==> src/rtl/rr_mux_arbiter_8.sv <==
// rr_mux_arbiter_8: round-robin arbiter driving a shared 8:1 single-bit mux with bounded hold
module rr_mux_arbiter_8 #(
    parameter int MAX_HOLD = 4,
    parameter int HC_W = (MAX_HOLD == 0) ? 1 : $clog2(MAX_HOLD + 1)
) (
    input  logic       clk,
    input  logic       rst_n,
    input  logic [7:0] req,
    input  logic [7:0] in,
    output logic [7:0] gnt,
    output logic [2:0] sel,
    output logic       out,
    output logic       valid,
    output logic       busy
);
    typedef enum logic {IDLE, GRANT} state_t;
    localparam logic [HC_W-1:0] HMAX = HC_W'(MAX_HOLD);
    state_t state, nxt_state;
    logic [7:0] nxt_gnt;
    logic [2:0] nxt_sel, ptr, nxt_ptr, p_idle, p_next;
    logic [HC_W-1:0] hold_cnt, nxt_hold;
    // descending scan so the smallest offset from s is the one that sticks
    function automatic logic [2:0] pick(input logic [7:0] r, input logic [2:0] s);
        logic [2:0] p, idx;
        p = s;
        for (int k = 7; k >= 0; k--) begin
            idx = s + 3'(k);
            if (r[idx]) p = idx;
        end
        return p;
    endfunction
    assign p_idle = pick(req, ptr);
    assign p_next = pick(req, sel + 3'd1);
    always_ff @(posedge clk) begin
        if (!rst_n) begin
            state    <= IDLE;
            gnt      <= '0;
            sel      <= '0;
            ptr      <= '0;
            hold_cnt <= '0;
            out      <= 1'b0;
            valid    <= 1'b0;
        end else begin
            state    <= nxt_state;
            gnt      <= nxt_gnt;
            sel      <= nxt_sel;
            ptr      <= nxt_ptr;
            hold_cnt <= nxt_hold;
            out      <= (|gnt) ? in[sel] : out;
            valid    <= |gnt;
        end
    end
    always_comb begin
        nxt_state = state;
        nxt_gnt   = gnt;
        nxt_sel   = sel;
        nxt_ptr   = ptr;
        nxt_hold  = hold_cnt;
        if (state == IDLE) begin
            if (|req) begin
                nxt_state = GRANT;
                nxt_sel   = p_idle;
                nxt_gnt   = 8'd1 << p_idle;
                nxt_hold  = HC_W'(1);
            end
        end else if (!req[sel]) begin
            nxt_ptr = sel + 3'd1;
            if (|req) begin
                nxt_sel  = p_next;
                nxt_gnt  = 8'd1 << p_next;
                nxt_hold = HC_W'(1);
            end else begin
                nxt_state = IDLE;
                nxt_gnt   = '0;
                nxt_hold  = '0;
            end
        end else if (MAX_HOLD != 0 && hold_cnt == HMAX && |(req & ~gnt)) begin
            nxt_ptr  = sel + 3'd1;
            nxt_sel  = p_next;
            nxt_gnt  = 8'd1 << p_next;
            nxt_hold = HC_W'(1);
        end else begin
            nxt_hold = (hold_cnt == HMAX) ? hold_cnt : hold_cnt + 1'b1;
        end
    end
    always_comb busy = (state == GRANT);
endmodule

==> config.mk <==
export PLATFORM = sky130hd
export DESIGN_NAME = rr_mux_arbiter_8
export DESIGN_NICKNAME = d
export VERILOG_FILES = /design/src/rtl/rr_mux_arbiter_8.sv
export SDC_FILE = /design/constraint.sdc
export NUM_CORES = 1
export LEC_CHECK = 0
export ABC_CLOCK_PERIOD_IN_PS = 2900
export CORE_UTILIZATION = 52
export DETAILED_ROUTE_END_ITERATION = 16
export HOLD_SLACK_MARGIN = 0.03
export PLACE_DENSITY = 0.77
export SYNTH_ARGS = -nofsm -noshare
export SYNTH_HDL_FRONTEND = slang
export SYNTH_SLANG_ARGS = --single-unit
==> constraint.sdc <==
create_clock -name clk -period 2.9 [get_ports clk]
set_input_delay 0.87 -clock clk [delete_from_list [all_inputs] [get_ports clk]]
set_output_delay 0.87 -clock clk [all_outputs]
set_load 0.01 [all_outputs]
==> impl_metrics.ini <==
[outcome]
status = complete, but fails checks
violations = setup timing

[synth]
ys_ff_latch = 20
synth-main-ff-cell = dfxtp_1
syn-num-nets = 356
synth_top_area_cell = mux4_2
ys_top_cells_by_count = nand2_1 (25), mux4_2 (23), nor2_1 (21)
syn_avg_cell_area_um2 = 8.73
async_reset_ff_share_pct = 0
syn-cell-area_mm2 = 0.00290
postSynthCellCount = 332
yosys_warnings = 0
yosysMostFrequentCell = nand2_1
synthTopCellsByArea = mux4_2 (18%), dfxtp_1 (14%), mux2i_1 (6.9%)
ys_seq_area_share_pct = 13.8
synth-edff-count = 0
synth_top_area_share_pct = 17.9
synth_cell_types = 69

[setup_path]
path_cells = buf_6 > buf_6 > buf_6 > mux4_2 > or3_1 > o21ai_0 > a221oi_4 > o21ai_2 > nand2_2 > and3b_1 > a221o_1
cp-end-kind = register
worst-setup-path-type = input port to register
critPathBufInv = 3
cp_max_fo = 5
cp-start-kind = input port
r2r_start = sel[0]
cp_slowest_stage_delay_ns = 0.49
crit_top_cell = buf_6
arrival_ns = 3.29
r2r_slack_ns = -0.15
critPathSlowestCell = mux4_2
ff2ff_path_depth = 11
required_ns = 3.06
cp_top_family = compound AO/OA/AOI/OAI gates
worstReg2RegEnd = gnt[1]

[cts]
cts_hold_buf = 0
clock-sinks = 20
cts_buffer_depth = 2
cts_buffers = 3
cts_root_buffer = clkbuf_8
htreeDepth = 1
cts.clk_slew.worst_paths_ns = 0.08
worst_skew_pair.late_latency_ns = 0.27
cts_tree = done

[placed_design]
hpwl_um = 6910
gp_congestion = 0.938
portBuffers = 31
pre_cts_slack_ns = -0.814

[power]
peakVddDrop_mv = 0.924
leakage_nw = 1.88
power_density_mw_per_mm2 = 1330

[routing]
num_vias = 3726
antenna_left = 0
wl_per_cell_um = 23.6
drt_wl_total_um = 12500
firstDrtPassIters = 5
drt_drc_violations_left = 0
via_per_inst = 7.00
initialDrtViolationCount = 494

[global_route]
antenna_found_initial = 0
grt_util_all_layers_pct = 35.6
grt_pass1_vias = 3496
overflow = 0
grt_pass1_wl_um = 16800
grt_max_degree = 20

[layout]
syn_to_final_growth_pct = 58.5
drive_gt1_share_pct = 48.3
final_core_utilization_pct = 87.7
nets = 487
antenna_cells = 0

[sta]
fmax_ghz = 0.320
drv_slew = 0
final.period_utilization_pct = 108
setup_viol = 11
maxSlewHeadroom_pct = 69.1
hold_violations = 0
fin_crit_ns = 3.13
worstMarginPinSlew_ns = 0.463
rsz0062_at_grt = true
clock_skew_ns = 0.00811
timing.final.ws_setup_ns = -0.226

[worst_hold_path]
hold_path_end = out
hp-class = register to register
worst_hold_startpoint = out
whs_path_depth = 2

[flow_run]
drv_cap = 0

[floorplanning]
die_x_um = 76.7
start_util_pct = 55.3
dieArea_mm2 = 0.00588
die_h_um = 76.7
ios = 32
core_mm2 = 0.00524
rows = 26
==> metal layers <==
metal	part of all wire, %	wire (um)	track usage, %	up-vias
met5	0	0	0	-
met1	36	4550	43.5	1800
met3	9.8	1230	6.19	83
met4	5.9	734	15.6	0
met2	48	6030	61.3	290
li1	-	-	-	1553
==> state kept, by name (all words and copies together) (netlist names) <==
register and flops:
out 1, gnt 8, sel 3, busy 1, ptr 3, valid 1, hold_cnt 3
==> how the worst max path moves through the flow <==
stage               slack, ns  startpoint     end  depth (start not counted)
CTS                     -0.17      req[3]  gnt[7]                         10
floorplan               -0.07      ptr[0]  gnt[0]                         12
detailed placement      -0.81      req[0]  sel[1]                         10
global placement        -0.81      req[6]  gnt[4]                         11
finish                  -0.23      req[2]  gnt[1]                         11
global route            -0.21      req[2]  gnt[1]                         11
==> repair_timing <==
action                                  CTS  global route
resized for setup                        74            55
pin swaps                                23            27
buffers inserted                         15            11
gates cloned                              4             0
endpoints found under the setup margin   17            11
==> report_power, final <==
group | leakage, nW | internal, mW | switching [mW] | total, mW
sequential | 0.166 | 0.370 | 0.125 | 0.494
combinational | 1.68 | 2.62 | 2.72 | 5.34
clock | 0.0339 | 0.150 | 0.105 | 0.255
==> worst register-to-register path, cell delays in order (launching register included) <==
cell and delay, ns:
dfxtp_4 0.36, inv_4 0.03, ha_2 0.38, buf_4 0.22, xnor3_2 0.40, mux2i_2 0.27, a21oi_2 0.09, a21o_1 0.17
a31o_4 0.27, mux2i_4 0.20, and3b_1 0.20, a221o_1 0.35
==> final cells by class <==
cell class | count | area (um2)
inverters | 22 | 85.1
flip-flops and latches | 20 | 405
repair buffers | 152 | 1340
clock buffers | 4 | 66.3
well taps | 70 | 87.6
multi-input cells | 264 | 2610
fillers | 250 | 644
==> cells in the final DEF (no fill, tap or decap), types with 8 or more instances in the layout <==
cell type        count
nand3_1             11
inv_1               18
o21ai_0             12
nor2_1              17
buf_4               98
clkdlybuf4s50_1     23
a21oi_1             12
buf_6               25
mux4_2              24
nand2_1             22
dfxtp_1             18
mux2i_1             15
a31oi_1              8
==> through the flow <==
step           TNS (ns)  cells  cell area (um2)  power (mW)  hold slack (ns)
6_report          -1.53    532             4590        6.09            0.504
5_1_grt           -2.14    532             4590        6.29            0.535
4_1_cts          -0.936    522             4290        5.24            0.509
3_5_place_dp     -10.50    500             3920        4.45            0.499
3_3_place_gp      -9.77    500             3920        4.39            0.487
2_1_floorplan    -0.178    332             2990        3.07            0.472
==> logic make-up (layout without fill, tap and decap cells) <==
group                    after synthesis  after routing  share of synthesized area, %
flip-flops                            20             20                          13.8
XOR/XNOR                              12             12                          4.84
multiplexers                          55             55                          30.5
AND/OR/NAND/NOR                       89             89                          15.4
buffers and inverters                 48            178                          7.77
adder cells (fa/ha/maj)                6              6                          2.59
AO/OA/AOI/OAI                        102            102                          25.1
Note: power is estimated with default switching activity, not from simulation.
==> variant 1 (same settings) <==
Set the parameter `MAX_HOLD` to 8 (it was 4).
--- a/src/rtl/rr_mux_arbiter_8.sv
+++ b/src/rtl/rr_mux_arbiter_8.sv
@@ -1,6 +1,6 @@
 // rr_mux_arbiter_8: round-robin arbiter driving a shared 8:1 single-bit mux with bounded hold
 module rr_mux_arbiter_8 #(
-    parameter int MAX_HOLD = 4,
+    parameter int MAX_HOLD = 8,
     parameter int HC_W = (MAX_HOLD == 0) ? 1 : $clog2(MAX_HOLD + 1)
 ) (
     input  logic       clk,
Formal check against the unedited RTL: not equivalent (a bounded check fails within 10 cycles, from zero or initial values and one cycle with rst_n low).
==> variant 1 against the original RTL <==
The flow still finishes with violations (negative setup slack). Sequential cell count grew 1. Routed wire length fell by 25%. Critical endpoint is now gnt[7]. Final area down 15%. Synthesized area is 5.7% lower. Combinational power shrank 28%. Critical path type is now flop to flop. Total power down 26%. Highest routed layer unchanged. Setup slack improved by 0.081 ns.
==> variant 1: results <==
set metrics [dict create \
    rr_endpoint "gnt[7]" \
    place_inst 443 \
    route.met3.wl_um 681 \
    skew_ns 0.00806 \
    grt_util_met3 0.0366 \
    buffers 109 \
    dp_slack_ns -0.908 \
    grt_max_degree 21 \
    ys_top_cells_by_count "nand2_1 (27), inv_1 (24), dfxtp_1 (21)" \
    synth-xor-area-share 0.0559 \
    dpl.hpwl_um 5880 \
    min_from "hold_cnt[1]" \
    buffer_area_frac 0.242 \
    num-multi-input-gates 235 \
    clock_buffers 3 \
    whs_endpoint "hold_cnt[1]" \
    finalWeightedCongestion 0.959 \
    seq_cell_count 21 \
    nets 418 \
    synth_area_leaders "dfxtp_1 (15%), mux4_2 (14%), mux2i_1 (4.0%)" \
    fillers 351 \
    timing.hold.ws_ns 0.492 \
    synth_fp_nets 328 \
    setup_slack_ns -0.145 \
    drt_iter0_markers 249 \
    grt_pass1_wl_um 13100 \
    die_x_um 74.5 \
    maxUsedRoutingLayer "met4" \
    clock_area_frac 0.0119 \
    drive_above_1_share 0.427 \
    finalWirelength_um 9390 \
    inverters 24 \
    drt-vias-per-instance 6.60 \
    met1_usage 0.376 \
    multi_input_area_share 0.590 \
    synth_compound_area_frac 0.251 \
    grt_pass1_vias 2827 \
    status "complete, but fails checks" \
    async_flop_share 0 \
    cp.arrival_ns 3.25 \
    avgSynthCellArea_um2 8.99 \
    vdd_ir_drop_max_mv 0.615 \
    wirelength_met1_um 3550 \
    synth_cell_types 70 \
    violations "negative setup slack" \
    fin_cells 463 \
    wl_met2_um 4770 \
    globalRouteTotalUtil 0.305 \
    setup_violations 8 \
    critical_path_class "flop to flop" \
    grtUsageMet2 0.549 \
]
==> variant 1: cell count changes after synthesis, moves of 5 or more <==
cell	before	now
buf_2	15	7
mux4_2	23	17
mux2i_1	20	11
nor2_1	21	12
inv_1	19	24
==> variant 1: power by group through the flow <==
stage               Combinational (mW)  Sequential [mW]  Clock [mW]
detailed placement                3.12            0.487           0
floorplan                         2.11            0.486           0
CTS                               3.41            0.483       0.200
finish                            3.84            0.495       0.201
global route                      4.05            0.503       0.213
global placement                  3.05            0.486           0
==> variant 1: critical path, cell delays in order (launching register included) <==
cell and delay (ns):
dfxtp_4 0.39, inv_6 0.04, ha_4 0.30, mux4_2 0.56, buf_4 0.18, a21oi_2 0.12
nor2b_1 0.07, a221oi_1 0.33, a221o_1 0.23, nand3_2 0.10, or4b_1 0.54, a31oi_1 0.13
==> variant 1: what timing repair did <==
action | CTS | global route
setup buffers | 9 | 7
hold buffers | 0 | 0
gates resized for setup | 79 | 24
pin swaps | 15 | 17
setup endpoints to repair | 18 | 11
==> variant 2 (same settings) <==
Made on the original files. Reset style: asynchronous (`rst_n`), changed in one clocked block.
--- a/src/rtl/rr_mux_arbiter_8.sv
+++ b/src/rtl/rr_mux_arbiter_8.sv
@@ -31,7 +31,7 @@
     endfunction
     assign p_idle = pick(req, ptr);
     assign p_next = pick(req, sel + 3'd1);
-    always_ff @(posedge clk) begin
+    always_ff @(posedge clk or negedge rst_n) begin
         if (!rst_n) begin
             state    <= IDLE;
             gnt      <= '0;
Function: differs if rst_n is asserted again (counterexample within 4 cycles, from zero or initial values and one cycle with rst_n low); with rst_n held inactive, the same outputs for 10 cycles.
==> variant 2 against the original RTL <==
The run still ends with negative setup slack left. Setup slack improved by 0.18 ns. Fmax rose by 5.9%. Register-to-register slack improved by 0.11 ns. Non-clock buffer count fell by 23. Sequential cell count did not move. Synthesized area rose by 5.8%. Hold slack improved by 0.019 ns. Final area fell by 3.1%. Routed wire length fell by 12%.
Power is not shown: default switching activity piles up to over one toggle a cycle in this logic, so the estimate is an artifact.
==> variant 2: results <==
set metrics [dict create \
    finalWeightedCongestion 0.983 \
    grt_pass1_vias 3469 \
    drt_iter0_markers 579 \
    violations "negative setup slack" \
    synth_area_leaders "dfrtp_1 (16%), mux4_2 (15%), mux2i_1 (7.5%)" \
    cp.arrival_ns 3.14 \
    drt-vias-per-instance 6.72 \
    hold_depth 1 \
    synth-xor-area-share 0.0486 \
    drive_above_1_share 0.418 \
    wirelength_met1_um 4240 \
    grt_util_met3 0.0540 \
    setup_slack_ns -0.0507 \
    grt_pass1_wl_um 17100 \
    fin_setup_tns_ns -0.0657 \
    critPathMaxFanout 6 \
    fin_cells 517 \
    grt_max_degree 22 \
    place_inst 495 \
    skew_ns 0.00548 \
    async_flop_share 1.00 \
    worst_slew_pin_slew_ns 0.631 \
    synth_compound_area_frac 0.243 \
    wl_met2_um 5320 \
    globalRouteTotalUtil 0.357 \
    seq_area_um2 500 \
    synth_cell_types 66 \
    path_delay_family "multiplexers" \
    setup_violations 2 \
    netlist_instances 340 \
    synth-adder-area-share 0.0245 \
    place_area_um2 3950 \
    status "complete, but fails checks" \
    nets 471 \
    grtUsageMet2 0.600 \
    finalWirelength_um 11100 \
    synth_fp_nets 364 \
]
==> variant 2: path summary, 6_finish.rpt <==
| path | startpoint | to | slack [ns] |
|---|---|---|---|
| hold / removal | hold_cnt[1] | hold_cnt[1] | 0.52 |
| min in group asynchronous | rst_n | gnt[7] | 0.93 |
| max in group asynchronous | rst_n | sel[2] | 1.75 |
| setup reg to reg | sel[0] | gnt[1] | -0.04 |
| hold reg to reg | hold_cnt[1] | hold_cnt[1] | 0.52 |
| setup / recovery | req[1] | gnt[1] | -0.05 |
==> variant 2: layout make-up <==
class                      instances  area share
multi-input combinational        270       0.578
timing repair buffer             129       0.260
tap                               72      0.0202
inverter                          23      0.0202
clock buffer                       3     0.00927
sequential                        20       0.112
==> variant 2: repair_timing <==
item | 4_1_cts | 5_1_grt
gates resized for setup | 70 | 37
endpoints found under the setup margin | 16 | 11
pin swaps | 19 | 18
hold buffers | 0 | 0
cloned | 4 | 1
buffers inserted | 11 | 4
